**src/rtl/pipe_field_controller.sv**
```systemverilog
// Obstacle pipe field: spawns, scrolls and respawns NUM_PIPES pipes and scores bird passes.
// Optional build macro PIPE_SPEEDUP_EN raises the scroll step with the score.
module pipe_field_controller #(
    parameter int NUM_PIPES     = 3,
    parameter int COORD_W       = 17,
    parameter int SCREEN_WIDTH  = 640,
    parameter int PIPE_WIDTH    = 52,
    parameter int PIPE_DISTANCE = 275,
    parameter int TIMER_DIVIDER = 200000,
    parameter int Y_MIN         = 40,
    parameter int RAND_LSB      = 4,
    parameter int BIRD_X        = 160,
    parameter int SPEEDUP_EVERY = 10,
    parameter int MAX_STEP      = 4
) (
    input  logic                          iClock,
    input  logic                          iReset,
    input  logic [1:0]                    iState,
    input  logic [31:0]                   iRandomNumber,
    output logic [NUM_PIPES*COORD_W-1:0]  oPipeX,
    output logic [NUM_PIPES*COORD_W-1:0]  oPipeY,
    output logic                          oTick,
    output logic                          oScorePulse,
    output logic [15:0]                   oScore
);
    localparam int TW = (TIMER_DIVIDER > 1) ? $clog2(TIMER_DIVIDER) : 1;
    localparam logic signed [COORD_W-1:0] INVALID_Y = '1;
    localparam logic signed [COORD_W-1:0] PW_S      = COORD_W'(PIPE_WIDTH);
    localparam logic signed [COORD_W-1:0] NEG_PW_S  = COORD_W'(-PIPE_WIDTH);
    localparam logic signed [COORD_W-1:0] PD_S      = COORD_W'(PIPE_DISTANCE);
    localparam logic signed [COORD_W-1:0] BIRD_S    = COORD_W'(BIRD_X);

    logic signed [COORD_W-1:0] x_q [NUM_PIPES];
    logic signed [COORD_W-1:0] x_d [NUM_PIPES];
    logic signed [COORD_W-1:0] y_q [NUM_PIPES];
    logic signed [COORD_W-1:0] y_d [NUM_PIPES];
    logic signed [COORD_W-1:0] x_tick [NUM_PIPES];
    logic signed [COORD_W-1:0] x_resp [NUM_PIPES];
    logic [NUM_PIPES-1:0]      pass;
    logic signed [COORD_W-1:0] rand_q;
    logic signed [COORD_W-1:0] step;
    logic [TW-1:0]             timer_q, timer_d;
    logic [15:0]               score_q, score_d;
    logic                      run, tick, fill_found, resp_found;
    logic                      unused_rand_bits;

    assign unused_rand_bits = ^iRandomNumber;
    assign run  = (iState == 2'd1) && !iReset;
    assign tick = run && (timer_q == TW'(TIMER_DIVIDER - 1));

`ifdef PIPE_SPEEDUP_EN
    logic [7:0] pts_q, pts_d, level_q, level_d;

    // level saturates at MAX_STEP-1 so step never exceeds MAX_STEP
    assign step = {{(COORD_W-8){1'b0}}, level_q} + COORD_W'(1);

    always_comb begin
        pts_d   = pts_q;
        level_d = level_q;
        if (score_d != score_q) begin
            if (pts_q == 8'(SPEEDUP_EVERY - 1)) begin
                pts_d = '0;
                if (level_q < 8'(MAX_STEP - 1))
                    level_d = level_q + 8'd1;
            end else begin
                pts_d = pts_q + 8'd1;
            end
        end
    end

    always_ff @(posedge iClock) begin
        if (iReset || iState == 2'd0) begin
            pts_q   <= '0;
            level_q <= '0;
        end else begin
            pts_q   <= pts_d;
            level_q <= level_d;
        end
    end
`else
    localparam int unused_speed_cfg = SPEEDUP_EVERY + MAX_STEP;
    assign step = COORD_W'(1);
`endif

    // x_resp uses the predecessor's post-tick X so spacing stays exact
    for (genvar gi = 0; gi < NUM_PIPES; gi++) begin : g_pipe
        assign x_tick[gi] = tick ? (x_q[gi] - step) : x_q[gi];
        assign x_resp[gi] = x_tick[(gi + NUM_PIPES - 1) % NUM_PIPES] + PD_S;
        assign pass[gi]   = tick && (y_q[gi] != INVALID_Y)
                            && (x_q[gi] + PW_S >= BIRD_S)
                            && (x_tick[gi] + PW_S < BIRD_S);
        assign oPipeX[gi*COORD_W +: COORD_W] = x_q[gi];
        assign oPipeY[gi*COORD_W +: COORD_W] = y_q[gi];
    end

    always_comb begin
        timer_d    = timer_q;
        score_d    = score_q;
        fill_found = 1'b0;
        resp_found = 1'b0;
        for (int i = 0; i < NUM_PIPES; i++) begin
            x_d[i] = x_q[i];
            y_d[i] = y_q[i];
        end
        if (run) begin
            timer_d = tick ? '0 : timer_q + TW'(1);
            for (int i = 0; i < NUM_PIPES; i++)
                x_d[i] = x_tick[i];
            for (int i = 0; i < NUM_PIPES; i++) begin
                if (!fill_found && y_q[i] == INVALID_Y) begin
                    fill_found = 1'b1;
                    y_d[i]     = rand_q;
                end
            end
            for (int i = 0; i < NUM_PIPES; i++) begin
                if (!fill_found && !resp_found && x_q[i] < NEG_PW_S) begin
                    resp_found = 1'b1;
                    x_d[i]     = x_resp[i];
                    y_d[i]     = rand_q;
                end
            end
            if (|pass && score_q != 16'hFFFF)
                score_d = score_q + 16'd1;
        end
    end

    always_ff @(posedge iClock) begin
        rand_q <= COORD_W'(Y_MIN) + {{(COORD_W-8){1'b0}}, iRandomNumber[RAND_LSB +: 8]};
        if (iReset || iState == 2'd0) begin
            for (int i = 0; i < NUM_PIPES; i++) begin
                x_q[i] <= COORD_W'(SCREEN_WIDTH + i * PIPE_DISTANCE);
                y_q[i] <= INVALID_Y;
            end
            timer_q <= '0;
            score_q <= '0;
        end else begin
            x_q     <= x_d;
            y_q     <= y_d;
            timer_q <= timer_d;
            score_q <= score_d;
        end
    end

    assign oTick       = tick;
    assign oScorePulse = |pass;
    assign oScore      = score_q;
endmodule

```
**config.mk**
```make
export PLATFORM = sky130hd
export DESIGN_NAME = pipe_field_controller
export DESIGN_NICKNAME = d
export VERILOG_FILES = /design/src/rtl/pipe_field_controller.sv
export SDC_FILE = /design/constraint.sdc
export NUM_CORES = 1
export LEC_CHECK = 0
export CORE_MARGIN = 1
export CORE_UTILIZATION = 45
export DETAILED_ROUTE_END_ITERATION = 6
export GPL_TIMING_DRIVEN = 0
export PLACE_DENSITY = 0.7
export SLEW_MARGIN = 20
export SYNTH_ARGS = -nofsm -noshare
export SYNTH_HDL_FRONTEND = slang
export SYNTH_SLANG_ARGS = --single-unit
```
**constraint.sdc**
```tcl
create_clock -name iClock -period 10.8 [get_ports iClock]
set_input_delay 2.16 -clock iClock [delete_from_list [all_inputs] [get_ports iClock]]
set_output_delay 2.16 -clock iClock [all_outputs]
set_load 0.03 [all_outputs]
```
== Word level (Yosys, flattened, before mapping) ==
Index checks and enable logic that the tools add are counted.

* Register bits: 145
* Input port bits: 36

* $add $sub $neg: 15
* Magnitude comparators: 9
* Eq/ne operators: 9
* Mux-type cells: 23
* Reduce and logical (&&, ||, !) cells: 35

{| class="wikitable"
|+ Operators by type and width
! operator !! count
|-
| $mux W17 || 12
|-
| $add A17 B7 Y17 const B || 6
|-
| $add A17 B10 Y17 const B || 3
|-
| $eq A17 B1 Y1 const B || 3
|-
| $ge A17 B9 Y1 const B || 3
|-
| $lt A17 B7 Y1 const B || 3
|-
| $lt A17 B9 Y1 const B || 3
|-
| $ne A17 B1 Y1 const B || 3
|-
| $sub A17 B2 Y17 const B || 3
|-
| $logic_and A1 B1 Y1 || 19
|-
| $add A18 B1 Y18 const B || 1
|-
| $eq A18 B18 Y1 const B || 1
|-
| $mux W18 || 1
|-
| $add A16 B1 Y16 const B || 1
|-
| $ne A16 B16 Y1 const B || 1
|-
| $mux W1 || 10
|-
| $add A6 B8 Y9 const A || 1
|-
| $reduce_and A2 Y1 || 4
|-
| $logic_not A1 Y1 || 6
|-
| $reduce_bool A2 Y1 || 3
|-
| $reduce_or A3 Y1 || 1
|-
| $eq A2 B1 Y1 const B || 1
|-
| $logic_not A2 Y1 || 1
|-
| $logic_or A1 B1 Y1 || 1
|}

== Longest topological paths before layout ==
Gate-level depths: netlist (run 1).

* Word-level depth: 25
* Gate-level depth with buffers: 18

== Least setup slack after synthesis (run 1) ==
OpenSTA, ideal clock, no wires.

* Kind: input port to output port
* Start: input iReset
* End: output oScorePulse
* Arrival: 5.493 ns
* Data required time: 8.640 ns
* Setup slack: 3.147 ns
* Stages: 12
* Buffers on the path: 2
* Cell sequence: clkbuf_1 -> nand4bb_1 -> or4_4 -> buf_6 -> nor4_1 -> xnor2_1 -> nor2_1 -> and2_1 -> or4_1 -> o32ai_1 -> nor2_1 -> o21ai_0

* Cells in the longest elaborated chain, start to end: 8
* Elaborated cells between the ends (all ways): 22
* Those cells by class: 3 x add/sub; 3 x order compare; 3 x mux; 13 x reduce/logical

{| class="wikitable"
|+ Ends and longest elaborated chain
! item !! line !! text
|-
| start, declared || 17 || <nowiki>input logic iReset,</nowiki>
|-
| $logic_not A1 Y1 * || 48 || <nowiki>assign run = (iState == 2'd1) && !iReset;</nowiki>
|-
| $logic_and A1 B1 Y1 * || 48 ||
|-
| $logic_and A1 B1 Y1 * || 49 || <nowiki>assign tick = run && (timer_q == TW'(TIMER_DIVIDER - 1));</nowiki>
|-
| $mux W17 || 87 || <nowiki>assign x_tick[gi] = tick ? (x_q[gi] - step) : x_q[gi];</nowiki>
|-
| $add A17 B7 Y17 || 91 || <nowiki>&& (x_tick[gi] + PW_S < BIRD_S);</nowiki>
|-
| $lt A17 B9 Y1 || 91 ||
|-
| $logic_and A1 B1 Y1 || 91 ||
|-
| $reduce_or A3 Y1 * || 145 || <nowiki>assign oScorePulse = |pass;</nowiki>
|-
| end, declared || 23 || <nowiki>output logic oScorePulse,</nowiki>
|}

Every way passes the cells marked *; elsewhere a longest branch is shown, timed or not.

== Worst setup path after layout (run 1) ==
* Start: input iState[0]
* End: output oScorePulse

* Cells in the longest elaborated chain, start to end: 8
* Elaborated cells between the ends (all ways): 22
* Those cells by class: 3 x add/sub; 3 x order compare; 1 x eq/ne; 3 x mux; 12 x reduce/logical

{| class="wikitable"
|+ Ends and longest elaborated chain
! item !! line !! text
|-
| start, declared || 18 || <nowiki>input logic [1:0] iState,</nowiki>
|-
| $eq A2 B1 Y1 * || 48 ||
|-
| $logic_and A1 B1 Y1 * || 48 ||
|-
| $logic_and A1 B1 Y1 * || 49 ||
|-
| $mux W17 || 87 ||
|-
| $add A17 B7 Y17 || 91 ||
|-
| $lt A17 B9 Y1 || 91 ||
|-
| $logic_and A1 B1 Y1 || 91 ||
|-
| $reduce_or A3 Y1 * || 145 ||
|}

Marks and branches as above.

==> results.toml, run 1 <==
[worst_hold_path]
hp-class = "flop to flop"
holdPathStages = 1
min_from = "timer_q[1]$_SDFFE_PP0P_"
min_to = "timer_q[1]$_SDFFE_PP0P_"

[cts]
htreeDepth = 4
cts_resized = 0
cts_root_buf = "clkbuf_16"
clock_sinks = 124
clkLatencyLatePin_ns = 0.44
numCtsBuffers = 17
cts_buffer_depth = 2
cts_tree = "yes"
post_cts_buffers = 0
postCtsHoldBufs = 0
clk_pin_slew_ns = 0.06

[power_and_ir_drop]
power.density_nw_per_um2 = 110
p_leak_nw = 3.86
pwr-share-clk_pct = 48.5
combPwrFrac_pct = 12.1
vdd_ir_drop_max_v = 0.000113
swShare_pct = 30.1
internal-power_mw = 0.851
seqPwrFrac_pct = 39.4
p_sw_mw = 0.367
total_power_mw = 1.22

[timing]
finalSetupTns_ns = 0
rsz0062_at_grt = "no"
period_share_pct = 87.6
finalSetupViolCount = 0
fin_hold_ws_ns = 0.489
min_period_ns = 9.46
fmax_ghz = 0.106
max_slew_margin_pct = 30.1
finClkSkew_ns = 0.00908
report.final.hold_viol_count = 0
tightest_slew_ns = 1.04
finalMaxSlewViolations = 0

[grt]
grt_pass1_vias = 8868
antenna_found_initial = 0
grt_max_degree = 17
overflow = 0
grt_first_pass_wirelength_mm = 49.6
track_usage_pct = 32.4

[layout]
areaGrowthSynthToFinish_pct = 25.4
layout-drive-gt1-share_pct = 6.87
final_nets = 1372
antenna_cells = 0

[yosys]
synth.largest_area_cell = "dfxtp_1"
syn_nets = 1222
netlist_area_um2 = 8800
yosys-top-cells-count = "nand2_1 (133), dfxtp_1 (124), nor2_1 (115)"
synth-main-ff-cell = "dfxtp_1"
synth.most_common_cell = "nand2_1"
synth_area_leaders = "dfxtp_1 (28%), xnor2_1 (8.2%), nand2_1 (5.7%)"
synthDominantCellAreaShare_pct = 28.2
synthArstFlopShare_pct = 0
synthCells = 1176
ys_types = 77
yosysSeqAreaShare_pct = 28.2
synth_edf_count = 0
synth_area_per_cell_um2 = 7.49
yosysWarnings = 0
synth_seq_cells = 124

[critical_path]
critPathRequiredTime_ns = 8.64
endpoint_kind = "primary output"
reg2reg_to = "oPipeX[33]$_SDFFE_PP0P_"
r2r-start = "timer_q[8]$_SDFFE_PP0P_"
critical_path_class = "primary input to primary output"
arrival_ns = 7.30
ff2ff_path_depth = 14
rrSetupSlack_ns = 4.89
cp-start-kind = "primary input"
path_max_fanout = 8

[place]
dp_hpwl_mm = 24.1
io_buffers = 131
place.gp.congestion = 0.987

[detailed_routing]
vias = 9690
wire_per_inst_um = 20.2
wl_mm = 32.3
drc = 0
dr.pass1.iters = 6
dr.first_iter.drc_count = 1237
via_per_inst = 6.06
ant_nets = 0

[floorplanning]
die_y_um = 142
row_count = 50
initial_core_util_pct = 46.4
dieArea_um2 = 20100
coreArea_um2 = 19000
io_pins = 156
die_w_um = 142

[status]
status = "finished, final reports clean"

[job]
drv_cap = 0
## flip-flops by register name (all words and copies together), names as in the netlist
name	flops
oPipeY	30
timer_q	18
rand_q	9
oScore	16
oPipeX	51
## power groups by stage
stage	clock, mW	sequential, mW	combinational, mW
detailed placement	0	0.489	0.143
floorplan	0	0.501	0.0773
CTS	0.594	0.479	0.144
global placement	0	0.489	0.142
global route	0.619	0.481	0.157
finish	0.591	0.480	0.147
## worst max-delay path, stage by stage
cell and delay [ns]:
clkdlybuf4s50_1 0.66, nor3b_1 0.73, nand4_1 0.70, nor4_1 0.51
xnor2_1 0.44, nor2_1 0.17, and2_1 0.23, or4_1 0.49
o32ai_1 0.27, nor2_1 0.06, o21ai_0 0.13, clkdlybuf4s50_1 0.73
## layer usage
| layer | up-vias | global-route usage (%) | wire [um] |
|---|---|---|---|
| met5 | - | 0 | 0 |
| met4 | 0 | 13.9 | 1270 |
| met2 | 535 | 49.7 | 14200 |
| met1 | 4521 | 43.5 | 13700 |
| met3 | 95 | 7.22 | 3190 |
| li1 | 4539 | - | - |
## cells in the final DEF, fill, tap and decap left out, drive strengths merged, types with 4 or more instances in the layout
cell / count
a2111oi: 4
a211oi: 14
a21o: 4
a21oi: 90
a31o: 5
a31oi: 8
and2: 5
and3: 13
buf: 32
clkbuf: 87
clkdlybuf4s50: 131
dfxtp: 124
ha: 10
inv: 29
mux2i: 27
nand2: 133
nand2b: 9
nand3: 44
nand4: 29
nand4b: 4
nor2: 115
nor2b: 4
nor3: 38
nor3b: 4
nor4: 30
o211ai: 16
o21ai: 67
o221ai: 4
o31ai: 20
or2: 12
or3: 19
or4: 28
or4b: 5
xnor2: 82
xor2: 42
## how the worst max path moves through the flow
stage / slack (ns) / end / from
2_1_floorplan: 3.15 / oScorePulse / iReset
3_3_place_gp: 1.43 / oScorePulse / iState[0]
3_5_place_dp: 1.46 / oScorePulse / iState[0]
4_1_cts: 1.46 / oScorePulse / iState[0]
5_1_grt: 1.14 / oScorePulse / iState[0]
6_report: 1.34 / oScorePulse / iState[0]
## metrics by stage
stage / area (um^2) / std cells / util, % / setup WS, ns
3_3_place_gp: 10400 / 1567 / 55.1 / 1.43
3_5_place_dp: 10400 / 1567 / 55.1 / 1.46
2_1_floorplan: 8800 / 1176 / - / 3.15
4_1_cts: 11000 / 1599 / 58.2 / 1.46
6_report: 11000 / 1599 / 58.3 / 1.34
5_1_grt: 11000 / 1599 / 58.3 / 1.14
## layout make-up
type | count | area [um^2]
Tap cell | 260 | 325
Multi-Input combinational cell | 931 | 5790
Buffer | 102 | 472
Clock buffer | 17 | 425
Clock inverter | 15 | 170
Sequential cell | 124 | 2480
Fill cell | 1824 | 7910
Inverter | 19 | 71.3
Timing Repair Buffer | 131 | 1310
## cells by family after synthesis
kind of cell | count (synthesis) | synth area share [%]
AOI/OAI and AO/OA | 261 | 18.3
buffers and inverters | 121 | 6.17
DFF | 124 | 28.2
adders and majority gates | 10 | 1.42
muxes | 30 | 3.45
xor gates and xnor gates | 124 | 12.3
and+or+nand+nor | 506 | 30.1
Power figures use the tool's default switching activity.
==> run 2: changes to the inputs <==
--- a/config.mk
+++ b/config.mk
@@ -5,8 +5,9 @@
 export SDC_FILE = /design/constraint.sdc
 export NUM_CORES = 1
 export LEC_CHECK = 0
-export CORE_MARGIN = 1
+export CORE_MARGIN = 2
 export CORE_UTILIZATION = 45
+export CTS_CLUSTER_DIAMETER = 40
 export DETAILED_ROUTE_END_ITERATION = 6
 export GPL_TIMING_DRIVEN = 0
 export PLACE_DENSITY = 0.7
==> results.toml, run 2 (synthesized netlist as in run 1, its figures left out) <==
[status]
status = "complete, but fails checks"
violations = "design-rule violations"

[grt]
track_usage_pct = 30.7
use_met2_pct = 47.4
grt_first_pass_wirelength_mm = 48.4
use_met1_pct = 42.0
antenna_found_initial = 0
grt_max_degree = 17
overflow = 0
grt.met3_usage_pct = 6.03
grt_pass1_vias = 8525
top_usage_layer = "met2"

[timing]
fin_hold_ws_ns = 0.488
finalSetupTns_ns = 0
final.setup.worst_slack_ns = 1.31
finClkSkew_ns = 0.00589
min_period_ns = 9.49
finalSetupViolCount = 0
finalMaxSlewViolations = 0
report.final.hold_viol_count = 0
max_slew_margin_pct = 34.3
tightest_slew_ns = 0.979
period_share_pct = 87.9
fmax_ghz = 0.105
rsz0062_at_grt = "no"

[place]
dp_hpwl_mm = 24.0
place.gp.congestion = 0.978
dp_slack_ns = 1.47
io_buffers = 131
place_area_um2 = 10500

[job]
drv_cap = 0

[worst_hold_path]
holdPathStages = 1
hp-class = "flop to flop"
min_to = "timer_q[1]$_SDFFE_PP0P_"
min_from = "timer_q[1]$_SDFFE_PP0P_"

[layout]
layout-drive-gt1-share_pct = 6.87
final_common_cell = "nand2_1"
fin_area_um2 = 11000
antenna_cells = 0
largest_reg_flops = 51
areaGrowthSynthToFinish_pct = 25.5
nFillCells = 1854
final_cell_mix = "nand2_1 (133), clkdlybuf4s50_1 (131), dfxtp_1 (124), nor2_1 (115), a21oi_1 (90)"
final_nets = 1372
utilization_pct = 57.1

[floorplanning]
io_pins = 156
coreArea_um2 = 19300
initial_core_util_pct = 45.5
dieArea_um2 = 20700
row_count = 51
die_y_um = 144
die_w_um = 144

[detailed_routing]
wire_per_inst_um = 20.1
ant_nets = 0
dr.pass1.iters = 7
wl_mm = 32.3
dr.first_iter.drc_count = 1167
vias = 9714
drc = 1
via_per_inst = 6.06

[critical_path]
critical_path_class = "primary input to primary output"
reg2reg_to = "oPipeX[33]$_SDFFE_PP0P_"
crit_chain = "clkdlybuf4s50_1 > nor3b_1 > nand4_1 > nor4_1 > xnor2_1 > nor2_1 > and2_1 > or4_1 > o32ai_1 > nor2_1 > o21ai_0 > clkdlybuf4s50_1"
cp-start-kind = "primary input"
path_max_fanout = 8
arrival_ns = 7.33
critical_path.top_delay_family = "simple AND/OR/NAND/NOR gates"
critPathRequiredTime_ns = 8.64
endpoint_kind = "primary output"
cpMaxStageDelayCell = "clkdlybuf4s50_1"
ff2ff_path_depth = 14
r2r-start = "timer_q[8]$_SDFFE_PP0P_"
rrSetupSlack_ns = 5.01
critPathBufInv = 2
slowest_delay_ns = 0.74

[cts]
postCtsHoldBufs = 0
clkLatencyLatePin_ns = 0.43
clk_pin_slew_ns = 0.06
cts_tree = "yes"
post_cts_buffers = 0
cts_root_buf = "clkbuf_16"
cts_buffer_depth = 2
clock_sinks = 124
htreeDepth = 4
cts_resized = 0
numCtsBuffers = 17

[power_and_ir_drop]
power.density_nw_per_um2 = 111
vdd_ir_drop_max_v = 0.000102
p_leak_nw = 3.86
run 2: layout make-up:
| class | count | area (um^2) | share of cell area, % |
|---|---|---|---|
| clock buffers | 17 | 425 | 3.85 |
| inverters | 19 | 71.3 | 0.646 |
| plain buffers | 102 | 472 | 4.27 |
| multi-input cells | 931 | 5790 | 52.4 |
| flip-flops and latches | 124 | 2480 | 22.5 |
| clock inverters | 15 | 169 | 1.53 |
| well taps | 265 | 332 | 3.00 |
| repair buffers | 131 | 1310 | 11.9 |
run 2: how the worst max path moves through the flow:
stage,startpoint,endpoint,slack [ns],cells after the start
after global routing,iState[0],oScorePulse,1.25,12
after global placement,iState[0],oScorePulse,1.47,12
after detailed placement,iState[0],oScorePulse,1.47,12
final,iState[0],oScorePulse,1.31,12
after CTS,iState[0],oScorePulse,1.47,12
after floorplan,iReset,oScorePulse,3.15,12
run 2: metal layers:
layer  wire [um]  vias up
li1            -     4514
met5           0        -
met1       13700     4559
met4        1140        0
met2       14200      563
met3        3300       78
run 2: metrics by stage:
stage | power (mW) | std cells
after floorplan | 0.578 | 1176
after global placement | 0.632 | 1572
after detailed placement | 0.633 | 1572
after CTS | 1.22 | 1604
after global routing | 1.26 | 1604
final | 1.22 | 1604
run 2: power by group:
group | switching [mW] | leakage, nW | total (mW) | internal (mW)
sequential | 0.0119 | 1.01 | 0.479 | 0.468
combinational | 0.0943 | 2.56 | 0.147 | 0.0532
clock | 0.265 | 0.292 | 0.596 | 0.331
==> run 3: changes to the inputs <==
--- a/config.mk
+++ b/config.mk
@@ -5,7 +5,6 @@
 export SDC_FILE = /design/constraint.sdc
 export NUM_CORES = 1
 export LEC_CHECK = 0
-export CORE_MARGIN = 2
 export CORE_UTILIZATION = 45
 export CTS_CLUSTER_DIAMETER = 40
 export DETAILED_ROUTE_END_ITERATION = 6
==> results of run 3 <==
The final DEF is identical to that of run 1; final timing and power are the same.
